`src/rtl/cond_pkg.sv`:
```
// Shared definitions for condition evaluation: condition codes, flag layout and flag vector type.
package cond_pkg;

    localparam int unsigned FLAG_W = 4;

    localparam int unsigned FLAG_N = 3;
    localparam int unsigned FLAG_Z = 2;
    localparam int unsigned FLAG_C = 1;
    localparam int unsigned FLAG_V = 0;

    typedef logic [FLAG_W-1:0] flags_t;

    typedef enum logic [3:0] {
        EQ = 4'b0000,
        NE = 4'b0001,
        CS = 4'b0010,
        CC = 4'b0011,
        MI = 4'b0100,
        PL = 4'b0101,
        VS = 4'b0110,
        VC = 4'b0111,
        HI = 4'b1000,
        LS = 4'b1001,
        GE = 4'b1010,
        LT = 4'b1011,
        GT = 4'b1100,
        LE = 4'b1101,
        AL = 4'b1110,
        NV = 4'b1111
    } cond_e;

endpackage

```
`src/rtl/cond_check.sv`:
```
// Pure combinational condition-code evaluation against an {N,Z,C,V} flag vector.
module cond_check
    import cond_pkg::*;
(
    input  logic [3:0] cond,
    input  logic [3:0] flags,
    output logic       pass
);

    logic n, z, c, v;

    always_comb begin
        n    = flags[FLAG_N];
        z    = flags[FLAG_Z];
        c    = flags[FLAG_C];
        v    = flags[FLAG_V];
        pass = 1'b0;
        case (cond_e'(cond))
            EQ:      pass = z;
            NE:      pass = ~z;
            CS:      pass = c;
            CC:      pass = ~c;
            MI:      pass = n;
            PL:      pass = ~n;
            VS:      pass = v;
            VC:      pass = ~v;
            HI:      pass = c & ~z;
            LS:      pass = ~c | z;
            GE:      pass = (n == v);
            LT:      pass = (n != v);
            GT:      pass = ~z & (n == v);
            LE:      pass = z | (n != v);
            AL:      pass = 1'b1;
            default: pass = 1'b0;
        endcase
    end

endmodule

```
`src/rtl/cond_unit.sv`:
```
// Architectural NZCV register plus condition gating of the decoder's commit enables.
module cond_unit
    import cond_pkg::*;
#(
    parameter logic [FLAG_W-1:0] RESET_FLAGS = 4'b0000
) (
    input  logic       clk,
    input  logic       rst,
    input  logic       en,
    input  logic [3:0] cond,
    input  logic [3:0] alu_flags,
    input  logic       pc_src_in,
    input  logic       reg_write_in,
    input  logic       mem_write_in,
    input  logic       no_write_in,
    input  logic [1:0] flag_write_in,
    output logic       pc_src,
    output logic       reg_write,
    output logic       mem_write,
    output logic       cond_ex,
    output logic [3:0] flags,
    output logic       undef
);

    flags_t flags_q, flags_d;
    logic   undef_q, undef_d;
    logic   cond_pass;

    // Evaluated on committed flags only, so an instruction never sees its own ALU result.
    cond_check u_cond_check (
        .cond  (cond),
        .flags (flags_q),
        .pass  (cond_pass)
    );

    always_comb begin
        cond_ex   = en & cond_pass;
        pc_src    = pc_src_in & cond_ex;
        reg_write = reg_write_in & ~no_write_in & cond_ex;
        mem_write = mem_write_in & cond_ex;

        flags_d = flags_q;
        if (cond_ex) begin
            if (flag_write_in[1]) begin
                flags_d[FLAG_N] = alu_flags[FLAG_N];
                flags_d[FLAG_Z] = alu_flags[FLAG_Z];
            end
            if (flag_write_in[0]) begin
                flags_d[FLAG_C] = alu_flags[FLAG_C];
                flags_d[FLAG_V] = alu_flags[FLAG_V];
            end
        end

        undef_d = undef_q | (en & (cond == 4'(NV)));
    end

    always_ff @(posedge clk) begin
        if (rst) begin
            flags_q <= RESET_FLAGS;
            undef_q <= 1'b0;
        end else begin
            flags_q <= flags_d;
            undef_q <= undef_d;
        end
    end

    assign flags = flags_q;
    assign undef = undef_q;

endmodule

```
`config.mk`:
```
export PLATFORM = sky130hd
export DESIGN_NAME = cond_unit
export DESIGN_NICKNAME = d
export VERILOG_FILES = /design/src/rtl/cond_pkg.sv /design/src/rtl/cond_check.sv /design/src/rtl/cond_unit.sv
export SDC_FILE = /design/constraint.sdc
export NUM_CORES = 1
export LEC_CHECK = 0
export CORE_AREA = 3 3 40 42
export CTS_CLUSTER_SIZE = 14
export DETAILED_ROUTE_END_ITERATION = 7
export DIE_AREA = 0 0 43 45
export PLACE_DENSITY = 0.73
export SYNTH_ARGS = -nofsm -noshare
export SYNTH_HDL_FRONTEND = slang
export SYNTH_HIERARCHICAL = 1
export SYNTH_SLANG_ARGS = --single-unit
```
`constraint.sdc`:
```
create_clock -name clk -period 4.6 [get_ports clk]
set_input_delay 0.92 -clock clk [delete_from_list [all_inputs] [get_ports clk]]
set_output_delay 0.92 -clock clk [all_outputs]
set_load 0.02 [all_outputs]
```
Word level (Yosys, flattened, before mapping)

Cells that the tools add are included.

Bits in registers: 5
Output and inout bits: 9

Muxes and demuxes: 1
Eq/ne operators: 17
Reduce and logical (&&, ||, !) cells: 3
Bitwise operators: 16

Operators by type and width:

| operator                                             | count |
|---|---|
| equality test 4 bit (second input constant)          | 8 |
| equality test 4 x 3 -> 1 bit (second input constant) | 4 |
| case mux 1 bit (15 select lines)                     | 1 |
| AND 1 bit                                            | 8 |
| equality test 4 x 2 -> 1 bit (second input constant) | 2 |
| NOT 1 bit                                            | 5 |
| equality test 4 x 1 -> 1 bit (second input constant) | 1 |
| zero test 4 bit                                      | 1 |
| AND reduction 2 bit                                  | 2 |
| OR 1 bit                                             | 3 |
| equality test 1 bit                                  | 1 |
| != test 1 bit                                        | 1 |

Logic depth before layout (Yosys ltp)

Word-level depth: 5
Gate-level depth with buffers: 7
Depth with buffers taken out: 6

Cells and area by module

Netlist, hierarchy kept.

Modules (own cells, without submodules):

| module     | area an instance (sq um) | seq. area each (sq um) | cells an instance | instances |
|---|---|---|---|---|
| cond_unit  | 262.8                    | 100.1                  | 27                | 1 |
| cond_check | 193.9                    | 0.0                    | 28                | 1 |

Worst setup path before layout

Ideal clock, no wire load.

Path type: input -> output
Start: input port cond[3]
End: output port reg_write
Buffers on the path: 1
Setup slack: 1351 ps
Arrival: 2329 ps
Required time: 3680 ps
Stages: 7
Cells stage by stage: buf_2 -> or2b_1 -> o22ai_1 -> a211o_1 -> a211o_1 -> and2_1 -> and3b_1

Cells in the longest elaborated chain, start to end: 4

Ends and longest elaborated chain:

| item                                              | RTL line         | text |
|---|---|---|
| start: declaration                                | cond_unit.sv:10  | `input logic [3:0] cond,` |
| equality test 4 bit, or another cell as far along | cond_check.sv:18 | `case (cond_e'(cond))` |
| case mux 1 bit (15 select lines) (*)              | cond_check.sv:18 |  |
| named net cond_pass                               | cond_unit.sv:27  | `logic cond_pass;` |
| AND 1 bit (*)                                     | cond_unit.sv:37  | `cond_ex = en & cond_pass;` |
| named net cond_ex                                 | cond_unit.sv:20  | `output logic cond_ex,` |
| AND 1 bit (*)                                     | cond_unit.sv:39  | `reg_write = reg_write_in & ~no_write_in & cond_ex;` |
| end: declaration                                  | cond_unit.sv:18  | `output logic reg_write,` |

Mark *: on every way through the listed nets, which the timed path passes. The rest lies on a longest branch.

Worst setup path after layout

Start: input port cond[2]
End: output port reg_write

Cells in the longest elaborated chain, start to end: 4

Ends and longest elaborated chain:

| item                                              | RTL line |
|---|---|
| equality test 4 bit, or another cell as far along | cond_check.sv:18 |
| case mux 1 bit (15 select lines) (*)              | cond_check.sv:18 |
| named net cond_pass                               | cond_unit.sv:27 |
| AND 1 bit (*)                                     | cond_unit.sv:37 |
| AND 1 bit (*)                                     | cond_unit.sv:39 |

Marks and branches as above.

==> metrics.yaml <==
outcome: "complete, no violations"
seq_power_share_pct: 32.0
grt_pass1_wl_mm: 2.10
min_period_over_period_pct: 92.6
via_count: 499
postCtsSetupBuffers: 0
drt_iter0_markers: 6
clock_tree.root_cell: "clkbuf_4"
leakage_nw: 0.276
comb_power_share_pct: 35.1
fin_area_um2: 743
hp-class: "reg2reg"
drv_cap: 0
synth_area_um2: 457
drv_slew: 0
syn_area_per_cell_um2: 8.30
io_buffers: 25
drc_errors: 0
yosysSeqAreaShare_pct: 21.9
cts.htree.levels: 1
ctsHoldBuffers: 0
tightest_slew_ns: 0.291
grt_max_degree: 11
wl_mm: 1.17
syn_inst: 55
cts.path.max_buffers: 2
area.growth.synth_to_final_pct: 62.7
layout_min_cycle_time_ns: 4.26
cts_resized: 0
synth-seq-cells: 5
timing.hold.ws_ns: 0.484
min_from: "undef$_SDFF_PP0_"
whs_path_depth: 2
place_area_um2: 717
p_int_uw: 110
crit_path_top_delay_cell: "clkdlybuf4s50_1"
r2r-end: "flags[0]$_SDFFE_PP0P_"
rows: 13
drive_above_1_share_pct: 8.54
die_y_um: 45
ys_types: 28
fp.dieW_um: 43
first_global_vias: 508
io_pins: 26
gr-total-overflow: 0
max_freq_ghz: 0.235
cts.sinks: 5
skew_ns: 0.00192
cpMostUsedCell: "clkdlybuf4s50_1"
p_sw_share_pct: 27.4
die_area_mm2: 0.00194
cpPeakStageDelay_ns: 0.63
vias_per_cell: 5.14
reg2reg_depth: 6
placed_cells: 93
ant_nets: 0
path_clk_slew_ns: 0.04
crit_path_cell_trace: "clkdlybuf4s50_1, mux2_4, a21oi_1, o211ai_1, a211o_1, and2_1, and3b_1, clkdlybuf4s50_1"
place.gp.congestion: 0.752
hold_viol_final: 0
arrival_ns: 3.34
critPathMaxFanout: 9
yosysWarnings: 6
rsz0062_at_grt: "no"
maxSlewHeadroom_pct: 80.5
worstHoldEndpoint: "undef$_SDFF_PP0_"
antenna_cells: 0
path_buf_inv: 2
nNetsFinal: 100
numCtsBuffers: 3
rrSetupSlack_ns: 2.81
max-vdd-ir-drop_mv: 0.136
switching_power_uw: 41.3
first_pass_iters: 3
pwr-share-clk_pct: 32.9
end_kind: "output pin"
critPathKind: "in2out"
grt_use_total_pct: 14.6
wire_per_inst_um: 12.0
synth_top_flop_cell: "dfxtp_1"
cp-start-kind: "input port"
instances_no_fill: 97
clk_latency_ns: 0.24
r2r_start: "flags[3]$_SDFFE_PP0P_"
finalSetupViolations: 0
initial_core_util_pct: 35.5
p_per_area_mw_per_mm2: 203
syn_nets: 72
cp_top_family: "buffers and inverters"
fin_tns_setup_ns: 0
fin_util_pct: 57.8
core_mm2: 0.00128
antenna_found_initial: 0
cts_tree: "built"
async_flop_share_pct: 0
synth_edf_count: 0
required_ns: 3.68
## sequential cells by signal (all words and copies together), names as in the netlist
| signal | count |
|---|---|
| flags | 4 |
| undef | 1 |
## stage by stage
step	power, mW	setup WS (ns)
floorplan	0.0753	1.35
global placement	0.101	0.380
detailed placement	0.102	0.351
CTS	0.154	0.344
global route	0.161	0.223
finish	0.151	0.342
## power by group through the flow
stage,Combinational [mW],Sequential [mW],Clock [mW]
2_1_floorplan,0.0248,0.0505,0
6_report,0.0529,0.0482,0.0496
3_3_place_gp,0.0524,0.0489,0
3_5_place_dp,0.0531,0.0490,0
4_1_cts,0.0533,0.0483,0.0524
5_1_grt,0.0580,0.0487,0.0542
## how the worst max path moves through the flow
stage | from | slack, ns | endpoint | cells after the start
6_report | cond[2] | 0.34 | reg_write | 8
5_1_grt | cond[2] | 0.22 | reg_write | 8
4_1_cts | cond[2] | 0.34 | reg_write | 8
3_5_place_dp | cond[2] | 0.35 | reg_write | 8
3_3_place_gp | cond[2] | 0.38 | reg_write | 8
2_1_floorplan | cond[3] | 1.35 | reg_write | 7
## cell type report
type | instances | area, um^2
multi-input combinational | 47 | 344
tap | 15 | 18.8
fill | 126 | 542
inverter | 1 | 3.75
timing repair buffer | 25 | 250
clock buffer | 4 | 26.3
sequential | 5 | 100
## worst register-to-register path, cell delays in order, from the launching register on
cell	delay [ns]
dfxtp_1	0.48
xnor2_2	0.18
o22ai_1	0.11
a211o_1	0.30
a211o_1	0.32
and3_4	0.18
mux2i_1	0.11
## logic make-up after synthesis
logic type | after synthesis | synth area share (%)
simple gates | 28 | 39.5
compound gates | 12 | 18.4
mux | 5 | 12.1
flops | 5 | 21.9
buf+inv | 3 | 2.74
xor+xnor | 2 | 5.48
## Yosys cell counts, drive strengths merged (2+ instances only)
master	number	area, um^2
mux2i	4	40.0
nor3	2	10.0
a211o	2	17.5
a21oi	3	15.0
dfxtp	5	100
o22ai	2	12.5
and3	4	35.0
nand2	2	7.51
and3b	2	17.5
o211ai	2	15.0
nand2b	10	62.6
nor2	2	7.51
## routing by layer
| metal | up-vias | GRT usage, % | wire, um |
|---|---|---|---|
| met1 | 226 | 15.9 | 486 |
| met4 | 0 | 9.04 | 10 |
| met5 | - | 0 | 0 |
| met2 | 13 | 24.6 | 597 |
| met3 | 2 | 4.78 | 72 |
| li1 | 258 | - | - |
## cell usage in the layout, fill, tap and decap left out, drive strengths merged, types with 2 or more instances in the layout
cell           count
clkdlybuf4s50     25
nand2b            10
dfxtp              5
mux2i              4
clkbuf             4
and3               4
a21oi              3
and3b              2
o22ai              2
nand2              2
a211o              2
nor2               2
o211ai             2
nor3               2
(Power assumes the default switching activity.)
